File: src/rtl/conv1_kernel_fetch_ctrl_if.sv
// Weight stream from the conv1 kernel fetch controller to the conv1 MAC array.
// Each beat carries the weights at an even and an odd kernel offset.
interface conv1_kernel_fetch_ctrl_if #(
  parameter int unsigned DATA_W = 16
) ();
  logic              w_valid;
  logic              w_ready;
  logic [DATA_W-1:0] w_data_a;
  logic [DATA_W-1:0] w_data_b;
  logic              w_b_valid;
  logic              w_last;

  modport master (
    output w_valid, w_data_a, w_data_b, w_b_valid, w_last,
    input  w_ready
  );

  modport slave (
    input  w_valid, w_data_a, w_data_b, w_b_valid, w_last,
    output w_ready
  );
endinterface

File: src/rtl/conv1_kernel_fetch_ctrl.sv
// Streams one conv1 kernel out of a dual-port ROM (1-cycle read latency), two weights per beat.
// A 2-entry output FIFO plus in-flight read accounting absorbs MAC backpressure without re-reads.
module conv1_kernel_fetch_ctrl #(
  parameter int unsigned ADDR_W      = 7,
  parameter int unsigned DATA_W      = 16,
  parameter int unsigned KSIZE       = 25,
  parameter int unsigned NUM_KERNELS = 5,
  parameter int unsigned KIDX_W      = 3
) (
  input  logic                      clock,
  input  logic                      reset,
  input  logic                      start,
  input  logic [KIDX_W-1:0]         kernel_idx,
  output logic                      busy,
  output logic                      done,
  output logic                      err,
  output logic [ADDR_W-1:0]         rom_addr_a,
  output logic [ADDR_W-1:0]         rom_addr_b,
  input  logic [DATA_W-1:0]         rom_q_a,
  input  logic [DATA_W-1:0]         rom_q_b,
  conv1_kernel_fetch_ctrl_if.master w_bus
);

  localparam logic [ADDR_W-1:0] KSIZE_A = ADDR_W'(KSIZE);
  localparam logic [KIDX_W:0]   NUM_K   = (KIDX_W+1)'(NUM_KERNELS);

  typedef enum logic [1:0] {S_IDLE, S_FETCH, S_DRAIN, S_DONE} state_t;

  state_t            state;
  logic [ADDR_W-1:0] base;
  logic [ADDR_W-1:0] offset;
  logic [1:0]        fifo_count;
  logic              inflight;
  logic              inflight_bv;
  logic              inflight_last;
  logic [DATA_W-1:0] ent1_a;
  logic [DATA_W-1:0] ent1_b;
  logic              ent1_bv;
  logic              ent1_last;

  logic              pop;
  logic              push;
  logic [1:0]        occ;
  logic              issue;
  logic              pair_bv;
  logic              pair_last;
  logic              idx_ok;
  logic [ADDR_W-1:0] next_off;
  logic [ADDR_W-1:0] base_new;
  logic [DATA_W-1:0] push_b;

  // Port b address; on the odd-KSIZE final pair it repeats port a.
  function automatic logic [ADDR_W-1:0] b_addr(input logic [ADDR_W-1:0] b,
                                               input logic [ADDR_W-1:0] off);
    return ((off + ADDR_W'(1)) < KSIZE_A) ? (b + off + ADDR_W'(1)) : (b + off);
  endfunction

  // Issue a pair only if FIFO entries plus the read in flight, less this cycle's pop, leave room.
  always_comb begin
    pop       = w_bus.w_valid && w_bus.w_ready;
    push      = inflight;
    occ       = fifo_count + 2'(inflight);
    issue     = (state == S_FETCH) && ((occ < 2'd2) || ((occ == 2'd2) && pop));
    pair_bv   = (offset + ADDR_W'(1)) < KSIZE_A;
    pair_last = (offset + ADDR_W'(2)) >= KSIZE_A;
    next_off  = offset + ADDR_W'(2);
    idx_ok    = {1'b0, kernel_idx} < NUM_K;
    base_new  = ADDR_W'(kernel_idx) * KSIZE_A;
    push_b    = inflight_bv ? rom_q_b : '0;
  end

  always_ff @(posedge clock) begin
    if (reset) begin
      state            <= S_IDLE;
      base             <= '0;
      offset           <= '0;
      busy             <= 1'b0;
      done             <= 1'b0;
      err              <= 1'b0;
      rom_addr_a       <= '0;
      rom_addr_b       <= '0;
      inflight         <= 1'b0;
      inflight_bv      <= 1'b0;
      inflight_last    <= 1'b0;
      fifo_count       <= '0;
      ent1_a           <= '0;
      ent1_b           <= '0;
      ent1_bv          <= 1'b0;
      ent1_last        <= 1'b0;
      w_bus.w_valid    <= 1'b0;
      w_bus.w_data_a   <= '0;
      w_bus.w_data_b   <= '0;
      w_bus.w_b_valid  <= 1'b0;
      w_bus.w_last     <= 1'b0;
    end else begin
      done <= 1'b0;
      err  <= 1'b0;

      case (state)
        S_IDLE: begin
          if (start) begin
            if (idx_ok) begin
              base       <= base_new;
              offset     <= '0;
              rom_addr_a <= base_new;
              rom_addr_b <= b_addr(base_new, '0);
              busy       <= 1'b1;
              state      <= S_FETCH;
            end else begin
              err <= 1'b1;
            end
          end
        end
        S_FETCH: begin
          if (issue) begin
            if (pair_last) begin
              rom_addr_a <= '0;
              rom_addr_b <= '0;
              state      <= S_DRAIN;
            end else begin
              offset     <= next_off;
              rom_addr_a <= base + next_off;
              rom_addr_b <= b_addr(base, next_off);
            end
          end
        end
        S_DRAIN: begin
          if (pop && w_bus.w_last) begin
            done  <= 1'b1;
            state <= S_DONE;
          end
        end
        default: begin
          busy  <= 1'b0;
          state <= S_IDLE;
        end
      endcase

      inflight      <= issue;
      inflight_bv   <= pair_bv;
      inflight_last <= pair_last;

      // Head entry drives the bus directly; ent1 is the second slot.
      case ({push, pop})
        2'b10: begin
          if (fifo_count == 2'd0) begin
            w_bus.w_valid   <= 1'b1;
            w_bus.w_data_a  <= rom_q_a;
            w_bus.w_data_b  <= push_b;
            w_bus.w_b_valid <= inflight_bv;
            w_bus.w_last    <= inflight_last;
          end else begin
            ent1_a    <= rom_q_a;
            ent1_b    <= push_b;
            ent1_bv   <= inflight_bv;
            ent1_last <= inflight_last;
          end
          fifo_count <= fifo_count + 2'd1;
        end
        2'b01: begin
          if (fifo_count == 2'd2) begin
            w_bus.w_data_a  <= ent1_a;
            w_bus.w_data_b  <= ent1_b;
            w_bus.w_b_valid <= ent1_bv;
            w_bus.w_last    <= ent1_last;
          end else begin
            w_bus.w_valid   <= 1'b0;
            w_bus.w_data_a  <= '0;
            w_bus.w_data_b  <= '0;
            w_bus.w_b_valid <= 1'b0;
            w_bus.w_last    <= 1'b0;
          end
          fifo_count <= fifo_count - 2'd1;
        end
        2'b11: begin
          if (fifo_count == 2'd1) begin
            w_bus.w_data_a  <= rom_q_a;
            w_bus.w_data_b  <= push_b;
            w_bus.w_b_valid <= inflight_bv;
            w_bus.w_last    <= inflight_last;
          end else begin
            w_bus.w_data_a  <= ent1_a;
            w_bus.w_data_b  <= ent1_b;
            w_bus.w_b_valid <= ent1_bv;
            w_bus.w_last    <= ent1_last;
            ent1_a          <= rom_q_a;
            ent1_b          <= push_b;
            ent1_bv         <= inflight_bv;
            ent1_last       <= inflight_last;
          end
        end
        default: ;
      endcase
    end
  end

endmodule

File: src/flat_wrapper.sv
// flat-port wrapper written by rule: the top's interface ports become plain ports
module conv1_kernel_fetch_ctrl_flat 
#(
  parameter int unsigned ADDR_W      = 7,
  parameter int unsigned DATA_W      = 16,
  parameter int unsigned KSIZE       = 25,
  parameter int unsigned NUM_KERNELS = 5,
  parameter int unsigned KIDX_W      = 3
)
  (clock, reset, start, kernel_idx, busy, done, err, rom_addr_a, rom_addr_b, rom_q_a, rom_q_b, w_bus_w_valid, w_bus_w_data_a, w_bus_w_data_b, w_bus_w_b_valid, w_bus_w_last, w_bus_w_ready);
  conv1_kernel_fetch_ctrl_if #(.DATA_W(DATA_W)) w_bus_i ();
  input  logic clock;
  input  logic reset;
  input  logic start;
  input  logic [KIDX_W-1:0] kernel_idx;
  output logic busy;
  output logic done;
  output logic err;
  output logic [ADDR_W-1:0] rom_addr_a;
  output logic [ADDR_W-1:0] rom_addr_b;
  input  logic [DATA_W-1:0] rom_q_a;
  input  logic [DATA_W-1:0] rom_q_b;
  output wire logic [$bits(w_bus_i.w_valid)-1:0] w_bus_w_valid;
  output wire logic [$bits(w_bus_i.w_data_a)-1:0] w_bus_w_data_a;
  output wire logic [$bits(w_bus_i.w_data_b)-1:0] w_bus_w_data_b;
  output wire logic [$bits(w_bus_i.w_b_valid)-1:0] w_bus_w_b_valid;
  output wire logic [$bits(w_bus_i.w_last)-1:0] w_bus_w_last;
  input wire logic [$bits(w_bus_i.w_ready)-1:0] w_bus_w_ready;
  assign w_bus_w_valid = w_bus_i.w_valid;
  assign w_bus_w_data_a = w_bus_i.w_data_a;
  assign w_bus_w_data_b = w_bus_i.w_data_b;
  assign w_bus_w_b_valid = w_bus_i.w_b_valid;
  assign w_bus_w_last = w_bus_i.w_last;
  assign w_bus_i.w_ready = w_bus_w_ready;
  conv1_kernel_fetch_ctrl #(.ADDR_W(ADDR_W), .DATA_W(DATA_W), .KSIZE(KSIZE), .NUM_KERNELS(NUM_KERNELS), .KIDX_W(KIDX_W)) u_core (.clock(clock), .reset(reset), .start(start), .kernel_idx(kernel_idx), .busy(busy), .done(done), .err(err), .rom_addr_a(rom_addr_a), .rom_addr_b(rom_addr_b), .rom_q_a(rom_q_a), .rom_q_b(rom_q_b), .w_bus(w_bus_i));
endmodule
File: config.mk
export PLATFORM = sky130hd
export DESIGN_NAME = conv1_kernel_fetch_ctrl_flat
export DESIGN_NICKNAME = d
export VERILOG_FILES = /design/src/rtl/conv1_kernel_fetch_ctrl_if.sv /design/src/rtl/conv1_kernel_fetch_ctrl.sv /design/src/flat_wrapper.sv
export SDC_FILE = /design/constraint.sdc
export NUM_CORES = 1
export LEC_CHECK = 0
export BUFFER_PORTS_ARGS = -buffer_cell sky130_fd_sc_hd__buf_2
export CORE_MARGIN = 10
export CORE_UTILIZATION = 60
export DETAILED_ROUTE_END_ITERATION = 8
export PLACE_DENSITY = 0.9
export SETUP_SLACK_MARGIN = 0.05
export SLEW_MARGIN = 40
export SYNTH_ARGS = -nofsm -noshare
export SYNTH_HDL_FRONTEND = slang
export SYNTH_SLANG_ARGS = --single-unit
export TNS_END_PERCENT = 100
File: constraint.sdc
create_clock -name clock -period 5.1 [get_ports clock]
set_clock_uncertainty 0.1 [all_clocks]
set_input_delay 0.51 -clock clock [delete_from_list [all_inputs] [get_ports clock]]
set_output_delay 0.51 -clock clock [all_outputs]
set_load 0.005 [all_outputs]
# After elaboration in Yosys (flattened, before gate mapping)
# Cells that the tools add are included.
[op_classes]
n_addsub = 9
multipliers = 1
order_cmp = 5
n_eq_ne = 18
muxes = 60
n_bitwise = 4
n_reduce_logical = 22
[ops]
columns = ["operator", "count"]
rows = [
  ["2-to-1 mux 16 bit", 11],
  ["case mux 16 bit (3 select lines)", 2],
  ["2-to-1 mux 7 bit", 13],
  ["case mux 16 bit (2 select lines)", 2],
  ["case mux 7 bit (2 select lines)", 3],
  ["adder 7 x 1 -> 7 bit (second input constant)", 4],
  ["2-to-1 mux 1 bit", 16],
  ["< comparator 7 x 5 -> 1 bit (second input constant)", 2],
  ["AND reduction 3 bit", 4],
  ["equality test 2 bit (second input constant)", 5],
  ["2-to-1 mux 2 bit", 5],
  ["inequality test 2 x 1 -> 1 bit (second input constant)", 5],
  ["inequality test 2 bit (second input constant)", 5],
  ["AND reduction 5 bit", 2],
  ["case mux 1 bit (2 select lines)", 4],
  ["adder 7 x 2 -> 7 bit (second input constant)", 1],
  ["adder 7 bit", 1],
  ["greater-or-equal comparator 7 x 5 -> 1 bit (second input constant)", 1],
  ["multiplier 3 x 5 -> 7 bit (second input constant)", 1],
  ["equality test 2 x 1 -> 1 bit (second input constant)", 3],
  ["case mux 1 bit (3 select lines)", 2],
  ["case mux 2 bit (3 select lines)", 1],
  ["nonzero test 2 bit", 3],
  ["logical AND 1 bit", 4],
  ["14 further kinds", 19],
]
[totals]
reg_bits = 107
output_inout_bits = 52
elab_cells = 140

# Logic depth before layout (Yosys ltp)
[depth]
ltp_word = 7
mapped_depth = 11
depth_no_buf = 10

# Worst setup path after synthesis
# Ideal clock, no wire load.
[synth_timing]
path_kind = "register to register"
start = "reg u_core.offset[1]"
end = "reg u_core.rom_addr_b[5]"
setup_ns = 0.120
arrival_time_ns = 2.412
slack_ns = 2.468
stages_incl_launch_ff = 11
cell_sequence = "dfxtp_1 buf_2 inv_1 ha_1 ha_1 a211oi_1 nor2_1 xor2_1 nand4b_1 and3_1 o31a_1"
[synth_between]
elab_chain_cells = 7
elab_cells_between_ends = 10
cone_classes = "add/sub: 4; order compare: 2; mux: 4"
[synth_rtl]
columns = ["item", "line", "source"]
rows = [
  ["start, declared", "conv1_kernel_fetch_ctrl.sv:31", "logic [ADDR_W-1:0] offset;"],
  ["start signal, assigned", "conv1_kernel_fetch_ctrl.sv:121", "offset <= next_off;"],
  ["adder 7 x 2 -> 7 bit (*)", "conv1_kernel_fetch_ctrl.sv:65, conv1_kernel_fetch_ctrl.sv:66", ""],
  ["adder 7 bit / adder 7 x 1 -> 7 bit (equally long branches)", "conv1_kernel_fetch_ctrl.sv:55", "return ((off + ADDR_W'(1)) < KSIZE_A) ? (b + off + ADDR_W'(1)) : (b + off);"],
  ["adder 7 x 1 -> 7 bit / < comparator 7 x 5 -> 1 bit (equally long branches)", "conv1_kernel_fetch_ctrl.sv:55", ""],
  ["2-to-1 mux 7 bit", "conv1_kernel_fetch_ctrl.sv:55", ""],
  ["2-to-1 mux 7 bit (*)", "conv1_kernel_fetch_ctrl.sv:116", "if (pair_last) begin"],
  ["2-to-1 mux 7 bit (*)", "conv1_kernel_fetch_ctrl.sv:115", "if (issue) begin"],
  ["case mux 7 bit (2 select lines) (*)", "conv1_kernel_fetch_ctrl.sv:99", "case (state)"],
  ["end signal, assigned", "conv1_kernel_fetch_ctrl.sv:106", "rom_addr_b <= b_addr(base_new, '0);"],
  ["end signal, assigned", "conv1_kernel_fetch_ctrl.sv:123", "rom_addr_b <= b_addr(base, next_off);"],
  ["end, declared", "conv1_kernel_fetch_ctrl.sv:18", "output logic [ADDR_W-1:0] rom_addr_b,"],
]
# Mark *: on every way between the ends. The rest lies on a longest branch, timed or not. The select of a mux whose other input is x is not followed.
# A chain may end at the register's enable or synchronous reset.

# Worst setup path in the final report
[layout_timing]
start = "reg u_core.offset[1]"
end = "reg u_core.offset[3]"
[layout_between]
elab_chain_cells = 4
elab_cells_between_ends = 7
cone_classes = "add/sub: 1; order compare: 1; eq/ne: 1; mux: 3; reduce/logical: 1"
[layout_rtl]
columns = ["item", "line"]
rows = [
  ["adder 7 x 2 -> 7 bit (*)", "conv1_kernel_fetch_ctrl.sv:65, conv1_kernel_fetch_ctrl.sv:66"],
  ["greater-or-equal comparator 7 x 5 -> 1 bit / 2-to-1 mux 7 bit (equally long branches)", "conv1_kernel_fetch_ctrl.sv:65, conv1_kernel_fetch_ctrl.sv:116"],
  ["inequality test 2 bit (no line) / 2-to-1 mux 7 bit (equally long branches)", "n/a"],
  ["AND reduction 5 bit (no line) / case mux 7 bit (2 select lines) (equally long branches)", "n/a"],
]
# Marked as above.

==> impl_metrics.csv <==
group,metric,value,unit
outcome,status,"finished, final reports clean",
layout,final_design_area_no_fill,0.00576,mm^2
yosys,synth_flop_cell,"dfxtp_1",
placement,port_buffers,90,
timing,post-route-min-period,3200,ps
yosys,synth_area,0.00511,mm^2
timing,rsz0062_at_grt,"no",
critical_path,worstSetupEndpointType,"register",
hold_path,hold_depth,3,
yosys,synth-seq-cells,105,
timing,fin_ws,1900,ps
run,maxCapViolCount,0,
drt,drtIter0Drc,431,
floorplan,die-width,112,um
timing,slew_violations,0,
placement,place_congestion,0.895,
layout,nNetsFinal,729,
yosys,synth_top_area_cell,"dfxtp_1",
timing,setup_viol,0,
global_routing,grt_max_degree,106,
critical_path,r2r_cells,7,
global_routing,grt_pass1_vias,4465,
clock_tree,tritoncts,"built",
timing,hold_viol_final,0,
global_routing,overflow,0,
yosys,yosysMostFrequentCell,"dfxtp_1",
floorplan,start_util,61.9,%
placement,placed_cell_area,0.00558,mm^2
drt,drcViolationCount,0,
critical_path,path_class,"register to register",
hold_path,worstHoldPathType,"input pin to register",
yosys,seq_area_frac_synth,41.1,%
global_routing,antenna_found_initial,0,
clock_tree,cts_buffer_depth,2,
power,power.switching,1070,uW
clock_tree,path_clk_slew,110,ps
power,vdd_drop_max,0.207,mV
drt,post_drt_wl_per_cell,17.0,um
clock_tree,clock-sinks,105,
drt,antenna_left,0,
layout,syn2layout_area_growth,12.8,%
floorplan,die_h,112,um
critical_path,cp_cell_sequence,"ha_1 -> nand3_1 -> o21a_1 -> nor4b_4 -> and2_1 -> a21oi_1 -> a211oi_2",
layout,n_fill_cell,641,
placement,hpwlAfterDp,9250,um
floorplan,core,0.00826,mm^2
yosys,synth_common_cells,"105 x dfxtp_1, 76 x nand2_1, 67 x nor2_1, 51 x a21oi_1, 42 x a211oi_1",
power,power.share.clock,18.1,%
yosys,synthesis.nets,669,
clock_tree,h-tree-depth,3,
timing,worst_pin_slew,793,ps
global_routing,grt_pass1_wl,21400,um
power,intPower,1670,uW
critical_path,worstPathRequired,5270,ps
layout,drive_gt1_share,19.1,%
power,combPwrFrac,40.0,%
power,leakage,0.00229,uW
yosys,synth_edf_count,0,
floorplan,die_area,0.0126,mm^2
clock_tree,cts_setup_buffers,0,
timing,period_share,62.8,%
floorplan,placementRows,33,
yosys,synthArstFlopShare,0,%
drt,routed_wl,13200,um
yosys,synth_top_area_share,41.1,%
critical_path,cp_data_arrival_time,3380,ps
yosys,synth.yosys.warnings,0,
power,power_density,476,mW/mm^2
layout,antenna_cells,0,
timing,tns,0,ps
drt,dr_total_vias,4745,
clock_tree,root_buffer,"clkbuf_8",
power,switching_share,39.0,%
critical_path,r2r_setup_slack,1900,ps
yosys,syn_inst,604,
yosys,synth.area.top_cells,"dfxtp_1 41%, a211oi_1 6.2%, ha_1 6.1%",
floorplan,ioPinCount,91,
critical_path,worstPathMaxFanout,16,
drt,firstDrtPassIters,6,
yosys,postSynthAreaPerCell,8.46,um^2
placement,post-place-ws,2050,ps
critical_path,max_stage_delay,710,ps
power,seq_power_share,41.9,%
yosys,synth.distinct_cells,59,
clock_tree,numCtsBuffers,9,
critical_path,slowest_stage,"nor4b_4",
drt,vias_per_cell,6.13,
global_routing,grt.total_usage,19.6,%
timing,max_freq,0.312,GHz
timing,maxSlewHeadroom,47.1,%
critical_path,critPathLaunchType,"register",
clock_tree,cts_resized,0,
clock_tree,clk-insertion-delay-late,360,ps
clock_tree,ctsHoldBuffers,0,
## kinds of logic after synthesis
family          count (synthesis)  share of synthesized area (%)
fa+ha+maj                      26                           6.51
xor+xnor                       17                           2.91
other cells                     1                         0.0734
compound gates                172                           23.6
flops                         105                           41.1
simple gates                  216                           19.6
mux                             5                           1.00
buf+inv                        62                           5.19
## path summary, 6_finish.rpt
path,start,end
max,u_core.offset[1],u_core.offset[3]
min reg2reg,u_core.ent1_b[6],u_core.ent1_b[6]
max reg2reg,u_core.offset[1],u_core.offset[3]
min,rom_q_a[14],u_core.ent1_a[14]
## through the flow
step	total power [uW]	util [%]	std cells	hold slack [ps]
after floorplan	1870	-	604	332
after global placement	2170	67.1	757	341
after detailed placement	2250	67.5	758	346
after CTS	2750	69.8	774	273
after global routing	2920	69.8	774	274
final	2740	69.8	774	281
## layout make-up
type / instances / area [um^2] / area share, %
Multi-Input combinational cell: 437 / 2760 / 48.0
Sequential cell: 105 / 2100 / 36.5
Timing Repair Buffer: 96 / 522 / 9.06
Tap cell: 105 / 131 / 2.28
Clock buffer: 10 / 128 / 2.22
Clock inverter: 6 / 56.3 / 0.977
Inverter: 15 / 56.3 / 0.977
## registers in the layout, summed over array words and instances, names as in the netlist, 6 cells and up
name	flops
u_core.ent1_a	16
u_core.ent1_b	16
u_core.w_bus.w_data_a	16
u_core.w_bus.w_data_b	16
u_core.rom_addr_a	7
u_core.rom_addr_b	7
u_core.base	6
u_core.offset	6
## metal layers
layer / part of all wire, % / GRT usage [%]
met5: 0 / 0
met3: 7.2 / 3.62
met2: 50 / 33.6
met1: 41 / 24.0
met4: 1.9 / 7.19
## power by group through the flow
stage,combinational [uW],sequential (uW),clock (uW)
2_1_floorplan,717,1160,0
3_3_place_gp,1010,1150,0
3_5_place_dp,1090,1170,0
4_1_cts,1090,1150,505
5_1_grt,1220,1170,530
6_report,1090,1150,496
## layout by cell type, fill, tap and decap left out, types with 9 or more instances in the layout
| cell type | synthesis | final |
|---|---|---|
| clkbuf_8 | 0 | 9 |
| buf_2 | 5 | 89 |
| xnor2_1 | 10 | 10 |
| a22oi_1 | 21 | 21 |
| a21oi_1 | 51 | 49 |
| inv_1 | 15 | 15 |
| a32oi_1 | 16 | 16 |
| a211oi_1 | 42 | 42 |
| o21ai_0 | 10 | 10 |
| nand2_1 | 76 | 76 |
| nor2_1 | 67 | 66 |
| dfxtp_1 | 105 | 104 |
| nand3_1 | 25 | 25 |
| ha_1 | 25 | 25 |
## worst max-delay path: cells and delay by family, from the launching register on
family	cells	cell delay (ps)
simple gates	3	1400
compound gates	3	640
flops	1	560
fa+ha+maj	1	420
Note: power is estimated with default switching activity, not from simulation.
